`src/rtl/mcu_pkg.sv`:
```
// Shared definitions for the 8-bit MCU control unit: opcodes, FSM states,
// status flag positions and the ALU mode codes agreed with the ALU.
package mcu_pkg;

    localparam logic [3:0] OP_NOP  = 4'h0;
    localparam logic [3:0] OP_JMP  = 4'h1;
    localparam logic [3:0] OP_JZ   = 4'h2;
    localparam logic [3:0] OP_JC   = 4'h3;
    localparam logic [3:0] OP_JS   = 4'h4;
    localparam logic [3:0] OP_JO   = 4'h5;
    localparam logic [3:0] OP_LDA  = 4'h6;
    localparam logic [3:0] OP_STA  = 4'h7;
    localparam logic [3:0] OP_ALUA = 4'h8;
    localparam logic [3:0] OP_ALUM = 4'h9;
    localparam logic [3:0] OP_LDI  = 4'hC;
    localparam logic [3:0] OP_HALT = 4'hD;

    typedef enum logic [2:0] {
        ST_IDLE    = 3'd0,
        ST_FETCH   = 3'd1,
        ST_DECODE  = 3'd2,
        ST_EXECUTE = 3'd3,
        ST_HALT    = 3'd4
    } state_e;

    localparam int FLG_Z = 3;
    localparam int FLG_C = 2;
    localparam int FLG_S = 1;
    localparam int FLG_O = 0;

    localparam logic [3:0] ALU_ADD = 4'h0;
    localparam logic [3:0] ALU_SUB = 4'h1;
    localparam logic [3:0] ALU_AND = 4'h2;
    localparam logic [3:0] ALU_OR  = 4'h3;
    localparam logic [3:0] ALU_XOR = 4'h4;
    localparam logic [3:0] ALU_NOT = 4'h5;
    localparam logic [3:0] ALU_SHL = 4'h6;
    localparam logic [3:0] ALU_SHR = 4'h7;

endpackage

```
`src/rtl/mcu_branch_eval.sv`:
```
// Branch resolution: decides whether a jump-class opcode redirects the PC,
// using the status register as latched before the current instruction.
module mcu_branch_eval
    import mcu_pkg::*;
(
    input  logic [3:0] opcode_i,
    input  logic [3:0] sr_i,
    output logic       take_branch_o
);

    always_comb begin
        take_branch_o = 1'b0;
        case (opcode_i)
            OP_JMP:  take_branch_o = 1'b1;
            OP_JZ:   take_branch_o = sr_i[FLG_Z];
            OP_JC:   take_branch_o = sr_i[FLG_C];
            OP_JS:   take_branch_o = sr_i[FLG_S];
            OP_JO:   take_branch_o = sr_i[FLG_O];
            default: take_branch_o = 1'b0;
        endcase
    end

endmodule

```
`src/rtl/mcu_ctrl.sv`:
```
// Fetch/decode/execute control unit for the 8-bit MCU (ALU requester side).
// Build option MCU_CTRL_TRAP_EN: illegal opcodes set a sticky Trap and halt.
//
// state   | meaning
// IDLE    | waiting for Start
// FETCH   | program read of PC
// DECODE  | IR <= PMemData, PC <= PC+1
// EXECUTE | perform IR action
// HALT    | stopped until reset
module mcu_ctrl
    import mcu_pkg::*;
#(
    parameter int PC_W     = 8,
    parameter int DADDR_W  = 4,
    parameter int RESET_PC = 0
) (
    input  logic               clk,
    input  logic               rst_n,
    input  logic               Start,
    output logic [PC_W-1:0]    PMemAddr,
    output logic               PMemRd,
    input  logic [11:0]        PMemData,
    output logic [DADDR_W-1:0] DMemAddr,
    input  logic [7:0]         DMemRdData,
    output logic [7:0]         DMemWrData,
    output logic               DMemWE,
    output logic [7:0]         AluOp1,
    output logic [7:0]         AluOp2,
    output logic [3:0]         AluMode,
    output logic               AluEn,
    input  logic [7:0]         AluOut,
    input  logic [3:0]         AluFlags,
    output logic [3:0]         Status,
    output logic               Halted,
    output logic               Trap
);

    state_e          state_q, state_d;
    logic [PC_W-1:0] pc_q, pc_d;
    logic [11:0]     ir_q, ir_d;
    logic [7:0]      acc_q, acc_d;
    logic [3:0]      sr_q, sr_d;
    logic            take_branch;
    logic [3:0]      opcode;

    assign opcode = ir_q[11:8];

    mcu_branch_eval u_branch_eval (
        .opcode_i      (opcode),
        .sr_i          (sr_q),
        .take_branch_o (take_branch)
    );

`ifdef MCU_CTRL_TRAP_EN
    logic trap_q, trap_d;

    always_ff @(posedge clk or negedge rst_n) begin
        if (!rst_n) trap_q <= 1'b0;
        else        trap_q <= trap_d;
    end

    assign Trap = trap_q;
`else
    assign Trap = 1'b0;
`endif

    always_ff @(posedge clk or negedge rst_n) begin
        if (!rst_n) begin
            state_q <= ST_IDLE;
            pc_q    <= PC_W'(RESET_PC);
            ir_q    <= '0;
            acc_q   <= '0;
            sr_q    <= '0;
        end else begin
            state_q <= state_d;
            pc_q    <= pc_d;
            ir_q    <= ir_d;
            acc_q   <= acc_d;
            sr_q    <= sr_d;
        end
    end

    assign PMemAddr = pc_q;
    assign DMemAddr = ir_q[DADDR_W-1:0];
    assign AluOp1   = acc_q;
    assign AluOp2   = DMemRdData;
    assign Status   = sr_q;
    assign Halted   = (state_q == ST_HALT);

    always_comb begin
        state_d    = state_q;
        pc_d       = pc_q;
        ir_d       = ir_q;
        acc_d      = acc_q;
        sr_d       = sr_q;
`ifdef MCU_CTRL_TRAP_EN
        trap_d     = trap_q;
`endif
        PMemRd     = 1'b0;
        DMemWE     = 1'b0;
        DMemWrData = acc_q;
        AluEn      = 1'b0;
        AluMode    = ALU_ADD;

        case (state_q)
            ST_IDLE: begin
                if (Start) state_d = ST_FETCH;
            end
            ST_FETCH: begin
                PMemRd  = 1'b1;
                state_d = ST_DECODE;
            end
            ST_DECODE: begin
                ir_d    = PMemData;
                pc_d    = pc_q + 1'b1;
                state_d = ST_EXECUTE;
            end
            ST_EXECUTE: begin
                state_d = ST_FETCH;
                case (opcode)
                    OP_NOP: ;
                    OP_JMP, OP_JZ, OP_JC, OP_JS, OP_JO: begin
                        if (take_branch) pc_d = PC_W'(ir_q[7:0]);
                    end
                    OP_LDA: acc_d = DMemRdData;
                    OP_STA: begin
                        DMemWrData = acc_q;
                        DMemWE     = 1'b1;
                    end
                    OP_ALUA: begin
                        AluEn   = 1'b1;
                        AluMode = ir_q[7:4];
                        acc_d   = AluOut;
                        sr_d    = AluFlags;
                    end
                    OP_ALUM: begin
                        AluEn      = 1'b1;
                        AluMode    = ir_q[7:4];
                        DMemWrData = AluOut;
                        DMemWE     = 1'b1;
                        sr_d       = AluFlags;
                    end
                    OP_LDI:  acc_d   = ir_q[7:0];
                    OP_HALT: state_d = ST_HALT;
`ifdef MCU_CTRL_TRAP_EN
                    default: begin
                        trap_d  = 1'b1;
                        state_d = ST_HALT;
                    end
`else
                    default: ;
`endif
                endcase
            end
            ST_HALT: ;
            default: state_d = ST_IDLE;
        endcase
    end

endmodule

```
`config.mk`:
```
export PLATFORM = sky130hd
export DESIGN_NAME = mcu_ctrl
export DESIGN_NICKNAME = d
export VERILOG_FILES = /design/src/rtl/mcu_pkg.sv /design/src/rtl/mcu_branch_eval.sv /design/src/rtl/mcu_ctrl.sv
export SDC_FILE = /design/constraint.sdc
export NUM_CORES = 1
export LEC_CHECK = 0
export BUFFER_PORTS_ARGS = -buffer_cell sky130_fd_sc_hd__buf_2
export CAP_MARGIN = 10
export CORE_ASPECT_RATIO = 0.7
export CORE_UTILIZATION = 48
export CTS_CLUSTER_SIZE = 20
export DETAILED_ROUTE_END_ITERATION = 6
export PLACE_DENSITY = 0.87
export SLEW_MARGIN = 15
export SYNTH_ARGS = -nofsm -noshare
export SYNTH_HDL_FRONTEND = slang
export SYNTH_SLANG_ARGS = --single-unit
```
`constraint.sdc`:
```
create_clock -name clk -period 2.65 [get_ports clk]
set_input_delay 0.795 -clock clk [delete_from_list [all_inputs] [get_ports clk]]
set_output_delay 0.795 -clock clk [all_outputs]
set_load 0.1 [all_outputs]
```
==> results of run 1 <==
==> Yosys cell counts (4+ instances only) <==
master,number
a21oi_1,8
dfrtp_1,35
buf_4,14
o21ai_1,6
inv_1,4
buf_2,4
and2_1,4
nor2_1,15
nand2_1,22
o22a_1,5
o21ai_0,17
mux2i_1,10
mux2_2,23
==> what timing repair did <==
item,4_1_cts,5_1_grt
endpoints found under the hold margin,0,0
pin swaps,1,1
buffers inserted,2,2
gates resized for setup,5,4
endpoints found under the setup margin,12,12
==> how the worst min path moves through the flow <==
stage | to
after floorplan | state_q[1]
after global placement | AluOp1[5]
after detailed placement | AluOp1[6]
after CTS | AluOp1[3]
after global routing | PMemAddr[7]
final | AluOp1[6]
==> logic make-up after synthesis <==
| group | share of synthesized area [%] |
|---|---|
| and+or+nand+nor | 13.8 |
| AOI/OAI and AO/OA | 14.5 |
| DFF | 43.8 |
| muxes | 17.9 |
| buffers and inverters | 8.69 |
| adders and majority gates | 0.625 |
| other | 0.187 |
| xor gates and xnor gates | 0.438 |
==> final cells by class <==
cell class | instances | area (µm²)
Clock buffer | 6 | 82.6
Timing Repair Buffer | 94 | 711
Multi-Input combinational cell | 139 | 997
Sequential cell | 35 | 877
Clock inverter | 2 | 35.0
Inverter | 4 | 15.0
Fill cell | 308 | 1160
Tap cell | 52 | 65.1
==> critical path: stages (launching register included) <==
cell      delay (ps)
dfrtp_1          380
nand2b_4         150
or2_4            250
nor3_4           180
nand2_4          140
mux2_4           350
buf_12           170
==> routing by layer <==
metal / vias to the layer above / track usage, % / wire length, µm
met5: - / 0 / 0
met4: 0 / 7.79 / 53
met3: 8 / 7.87 / 315
met2: 65 / 37.7 / 2370
met1: 816 / 29.4 / 2100
li1: 851 / - / -
==> metrics by stage <==
stage | worst slack (ps) | setup TNS [ps] | utilization, % | cell area (µm²)
2_1_floorplan | -93.9 | -376 | - | 2020
3_3_place_gp | 219 | 0 | 65.9 | 2600
3_5_place_dp | 174 | 0 | 65.9 | 2600
4_1_cts | -98.6 | -814 | 69.8 | 2760
5_1_grt | -147 | -1310 | 70.5 | 2780
6_report | -60.4 | -409 | 70.5 | 2780
==> sequential cells by signal, summed over array words and instances, names as in the netlist <==
signal,flops
Status,4
AluOp1,8
state_q,3
PMemAddr,8
ir_q,12
==> summary.md, run 1 <==
| Metric | Value |
|---|---|
| Worst R2R Start | `state_q[2]` |
| Crit path capture | `DMemWrData[5]` |
| Worst setup SP type | `flop` |
| Tot GR Track Use | `about a quarter` |
| Std-Cell Rows | `19` |
| Yosys reg bits | `35` |
| First-pass GRT wire length | `7770 µm` |
| Slew @ Worst Pin | `approximately 870 ps` |
| Synthesized area per cell | `between 9 and 10 µm²` |
| Final Max Slew Viols | `0` |
| Final WL | `a little under 5000 µm` |
| # placed instances | `320` |
| WHS | `~520 ps` |
| Hold WC Path Type | `flop to flop` |
| Number of I/O port buffers | `between 80 and 90` |
| Violation count after the first detailed-routing iteration | `48` |
| CP arrival | `~1900 ps` |
| DR vias | `1740` |
| FF-to-FF End | `PMemAddr[6]` |
| Die height | `~56 µm` |
| Largest net degree at the start of global routing | `36` |
| CTS Buffer Depth | `2` |
| Mapped Cells | `about 200` |
| Synth top area cells | `dfrtp_1 44%, mux2_2 13%, buf_4 5.3%, mux2i_1 5.0%, o21ai_0 4.3%` |
| CTS Root Buffer Type | `clkbuf_8` |
| CP Max Fanout | `8` |
| Number of flops mapped to enable cells by yosys | `0` |
| Worst Reg-to-Reg Cells | `7` |
| Total CTS buffers | `5` |
| Async SR Flop Fraction | `100%` |
| Status | `finished, violations left` |
| Synth-to-layout area growth | `39.1%` |
| Slew margin rel. | `between 40% and 50%` |
| Critical Path End Type | `primary output` |
| Syn_nets | `roughly 240` |
| Num ports | `84` |
| Largest area contributor in the netlist | `dfrtp_1` |
| Yosys top cell area share | `43.8%` |
| Core Region | `roughly 3900 µm²` |
| Ys flop type | `dfrtp_1` |
| Die ar. | `roughly 4400 µm²` |
| Syn Std Cell Area | `approximately 2000 µm²` |
| Via density | `between 5 and 6` |
| Fmax | `roughly 370 MHz` |
| Routed wire per std cell | `14.6 µm` |
| Worst Path Required | `1860 ps` |
| Violated checks | `setup timing` |
| Fin crit period | `around 2700 ps` |
| Vias in the first global route | `around 1600` |
| DP Wirelength | `3660 µm` |
| RSZ-0062 raised after global routing | `yes` |
| Die span in x | `between 70 and 80 µm` |
| Clock skew | `about 1.9 ps` |
| Layout cell share with drive strength beyond 1 | `between 50% and 60%` |
| Initial antenna violation count | `0` |
| Drt first pass iters | `4` |
| NumNets Final | `315` |
| Detail Route Antenna Nets | `0` |
| Final setup viols | `8` |
| Setup CP Type | `flop to primary output` |
| Fin. Hold Viols | `0` |
| Fin cells | `332` |
| Yosys warns | `0` |
| Initial Util | `50.7%` |
| Clock sink count | `35` |
| CTS H-Tree Depth | `2` |
| Hold_buf cts | `0` |
| Commonest non-fill, non-tap cells in the layout | `68 x buf_2, 34 x dfrtp_1, 22 x nand2_1, 20 x mux2_2, 17 x o21ai_0` |
| Sequential share of the synthesized area | `between 40% and 50%` |
| Hold path start | `AluOp1[6]` |
| Most common cell after layout, fill and taps aside | `buf_2` |
| CTS tree | `built` |
| DRC Markers | `0` |
| Setup crit start | `state_q[2]` |
| Yosys cell types | `39` |
| R2r setup slk | `630 ps` |
| PnR worst setup slack | `-60.4 ps` |
| Later-pin clock latency in the skew report | `280 ps` |
| GPL Wtd Cong | `about 0.8` |
| Max-cap check violation count | `0` |
| Tcrit/Tclk final | `102%` |
| Worst Hold Depth | `2` |
| Grt total ovfl | `0` |
| N_diodes | `0` |
| Worst-path clk slew | `70 ps` |
Power of run 1 is not shown: default switching activity piles up to over one toggle a cycle in this logic, so the estimate is an artifact.
==> run 2: changes to the inputs <==
--- a/config.mk
+++ b/config.mk
@@ -7,2 +7,3 @@
 export LEC_CHECK = 0
+export ABC_AREA = 1
 export BUFFER_PORTS_ARGS = -buffer_cell sky130_fd_sc_hd__buf_2
@@ -10,3 +11,4 @@
 export CORE_ASPECT_RATIO = 0.7
-export CORE_UTILIZATION = 48
+export CORE_MARGIN = 5
+export CORE_UTILIZATION = 49
 export CTS_CLUSTER_SIZE = 20
==> constraint.sdc (replaced) <==
create_clock -name clk -period 2.65 [get_ports clk]
set_input_delay 0.3975 -clock clk [delete_from_list [all_inputs] [get_ports clk]]
set_output_delay 0.3975 -clock clk [all_outputs]
set_load 0.1 [all_outputs]
==> summary.md, run 2 <==
| Metric | Value |
|---|---|
| Violation count after the first detailed-routing iteration | `187 (+290%)` |
| Slew margin rel. | `46.7% (+5.0 points)` |
| Synthesized area per cell | `7.21 µm² (-28%)` |
| NumNets Final | `405 (+29%)` |
| Yosys top cell area share | `41.2% (-2.6 points)` |
| CTS Buffer Depth | `2 (unchanged)` |
| Die ar. | `5780 µm² (+30%)` |
| CP Max Fanout | `12 (+4)` |
| Synth top cells by count | `108 x nand2_1, 35 x dfrtp_1, 35 x nand3_1` |
| Syn_nets | `331 (+40%)` |
| Commonest non-fill, non-tap cells in the layout | `108 x nand2_1, 76 x buf_2, 35 x dfrtp_1, 35 x nand3_1, 25 x nor2_1` |
| GPL Wtd Cong | `0.910 (+13%)` |
| Die span in x | `88.8 µm (+12%)` |
| Clock sink count | `35 (unchanged)` |
| Max-cap check violation count | `0 (unchanged)` |
| Largest area contributor in the netlist | `dfrtp_1` |
| Worst R2R Start | `ir_q[8]` |
| Fin. Hold Viols | `0 (unchanged)` |
| Yosys cell types | `29 (-26%)` |
| Worst Path Required | `2250 ps (+390 ps)` |
| Later-pin clock latency in the skew report | `290 ps (about the same)` |
| Initial Util | `49.7% (-0.99 points)` |
| Vias in the first global route | `1945 (+19%)` |
| Layout cell share with drive strength beyond 1 | `29.9% (-20 points)` |
| Ys flop type | `dfrtp_1` |
| Grt total ovfl | `0 (unchanged)` |
| Total CTS buffers | `5 (unchanged)` |
| Final setup viols | `0 (-8)` |
| CTS Root Buffer Type | `clkbuf_8` |
| Most common cell after layout, fill and taps aside | `nand2_1` |
| Initial antenna violation count | `0 (unchanged)` |
| Slew @ Worst Pin | `800 ps (-71.1 ps)` |
| Synth top area cells | `dfrtp_1 41%, nand2_1 19%, nand3_1 8.2%, buf_4 4.9%, nor2_1 4.4%` |
| Routed wire per std cell | `13.7 µm (-6.1%)` |
| Num ports | `84 (unchanged)` |
| Drt first pass iters | `6 (+2)` |
| Crit-path cells | `inv_1 -> nand2_2 -> nor2_8 -> inv_4 -> nor3_4 -> buf_4 -> nand3_1 -> nand2_1 -> buf_2` |
| N_diodes | `0 (unchanged)` |
| Mapped Cells | `295 (+47%)` |
| Sequential share of the synthesized area | `41.2% (-2.6 points)` |
| Sum of negative setup slack | `0 ps (+409 ps)` |
| Hold WC Path Type | `primary input to asynchronous set/reset pin` |
| Setup CP Type | `flop to primary output` |
| Yosys reg bits | `35 (unchanged)` |
| Worst setup SP type | `flop` |
| Yosys warns | `0 (unchanged)` |
| Number of I/O port buffers | `82 (unchanged)` |
| Die height | `65.1 µm (+16%)` |
| Via density | `5.16 (-1.6%)` |
| Final WL | `5800 µm (+20%)` |
| Largest net degree at the start of global routing | `36 (unchanged)` |
| DP Wirelength | `4360 µm (+19%)` |
| Number of flops mapped to enable cells by yosys | `0 (unchanged)` |
| Clock skew | `4.62 ps (+2.70 ps)` |
| R2r setup slk | `880 ps (+250 ps)` |
| Critical Path End Type | `primary output` |
| CTS tree | `built` |
| CP arrival | `2160 ps (+240 ps)` |
| Async SR Flop Fraction | `100% (unchanged)` |
| First-pass GRT wire length | `9360 µm (+20%)` |
| Max reg flops | `12 (unchanged)` |
| DR vias | `2181 (+25%)` |
| Synth-to-layout area growth | `24.4%` |
| Layout Utilization | `61.8% (-8.7 points)` |
| Tot GR Track Use | `21.2% (-2.2 points)` |
| Final Max Slew Viols | `0 (unchanged)` |
| Top-count cell post-synth | `nand2_1` |
| CTS H-Tree Depth | `2 (unchanged)` |
| Status | `complete, no violations` |
| Worst-path clk slew | `70 ps (about the same)` |
| Tcrit/Tclk final | `96.6% (-5.6 points)` |
| Std-Cell Rows | `20 (+1)` |
| Core Region | `4280 µm² (+8.4%)` |
| Fmax | `390 MHz (+5.8%)` |
| Syn Std Cell Area | `2130 µm² (+6.3%)` |
| Fin crit period | `2560 ps (-149 ps)` |
| Setup crit start | `state_q[2]` |
| Biggest register | `ir_q` |
| Slowest CP cell | `buf_2` |
| Slowest stage delay, CP | `430 ps (+50 ps)` |
| Detail Route Antenna Nets | `0 (unchanged)` |
| DRC Markers | `0 (unchanged)` |
run 2: changes by cell type after synthesis, moves of 4 or more:
| cell | change |
|---|---|
| nand2_1 | +86 |
| and2_1 | -4 |
| nor2_1 | +10 |
| mux2_2 | -20 |
| nand3_1 | +33 |
| mux2i_1 | -10 |
| inv_1 | +18 |
| o22a_1 | -5 |
| o21ai_1 | -6 |
run 2: final timing paths:
path | endpoint | depth (start not counted)
worst max-delay path | DMemWrData[0] | 9
worst min-delay path | PMemAddr[3] | 1
worst max register to register | AluOp1[2] | 7
worst min register to register | Status[0] | 2
max in group asynchronous | Status[1] | 1
min in group clk | Status[0] | 3
run 2: cell type report:
class,count,area (µm²)
fill,409,1630
multi-input combinational,215,1020
sequential,35,876
timing repair buffer,87,513
inverter,25,96.3
clock buffer,6,72.6
tap,55,68.8
run 2: critical path, delay by kind of cell, from the launching register on:
| kind | cells | cell delay, ps |
|---|---|---|
| and+or+nand+nor | 5 | 640 |
| buffers and inverters | 4 | 830 |
| DFF | 1 | 400 |
run 2: cells by family after synthesis:
kind of cell             count (synthesis)  synth area share [%]
AO/OA/AOI/OAI                           30                  8.24
XOR/XNOR                                 1                 0.412
adder cells (fa/ha/maj)                  1                 0.588
buffers and inverters                   45                  11.1
flip-flops                              35                  41.2
multiplexers                             3                  1.59
other                                    1                 0.176
AND/OR/NAND/NOR                        179                  36.7
run 2: routing by layer:
| layer | global-route usage [%] | part of all wire, % | routed length (µm) | vias to the layer above |
|---|---|---|---|---|
| li1 | - | - | - | 1071 |
| met1 | 30.3 | 43 | 2520 | 990 |
| met2 | 30.5 | 43 | 2490 | 109 |
| met3 | 5.64 | 12 | 698 | 11 |
| met4 | 7.92 | 1.4 | 83 | 0 |
| met5 | 0 | 0 | 0 | - |
run 2: stage by stage:
step | std cells | hold slack (ps) | setup slack [ps] | instance area [µm²]
after floorplan | 295 | 102 | -138 | 2130
after global placement | 414 | 484 | 425 | 2550
after detailed placement | 414 | 491 | 348 | 2550
after CTS | 420 | 207 | 11.3 | 2620
after global routing | 423 | 271 | -18.6 | 2650
final | 423 | 191 | 88.8 | 2650
run 2: what timing repair did:
action / 4_1_cts / 5_1_grt
hold buffers: 0 / 0
buffers inserted: 0 / 3
endpoints found under the setup margin: 0 / 13
resized for setup: 0 / 2
hold endpoints to repair: 0 / 0
Power of run 2 is left out for the same reason.
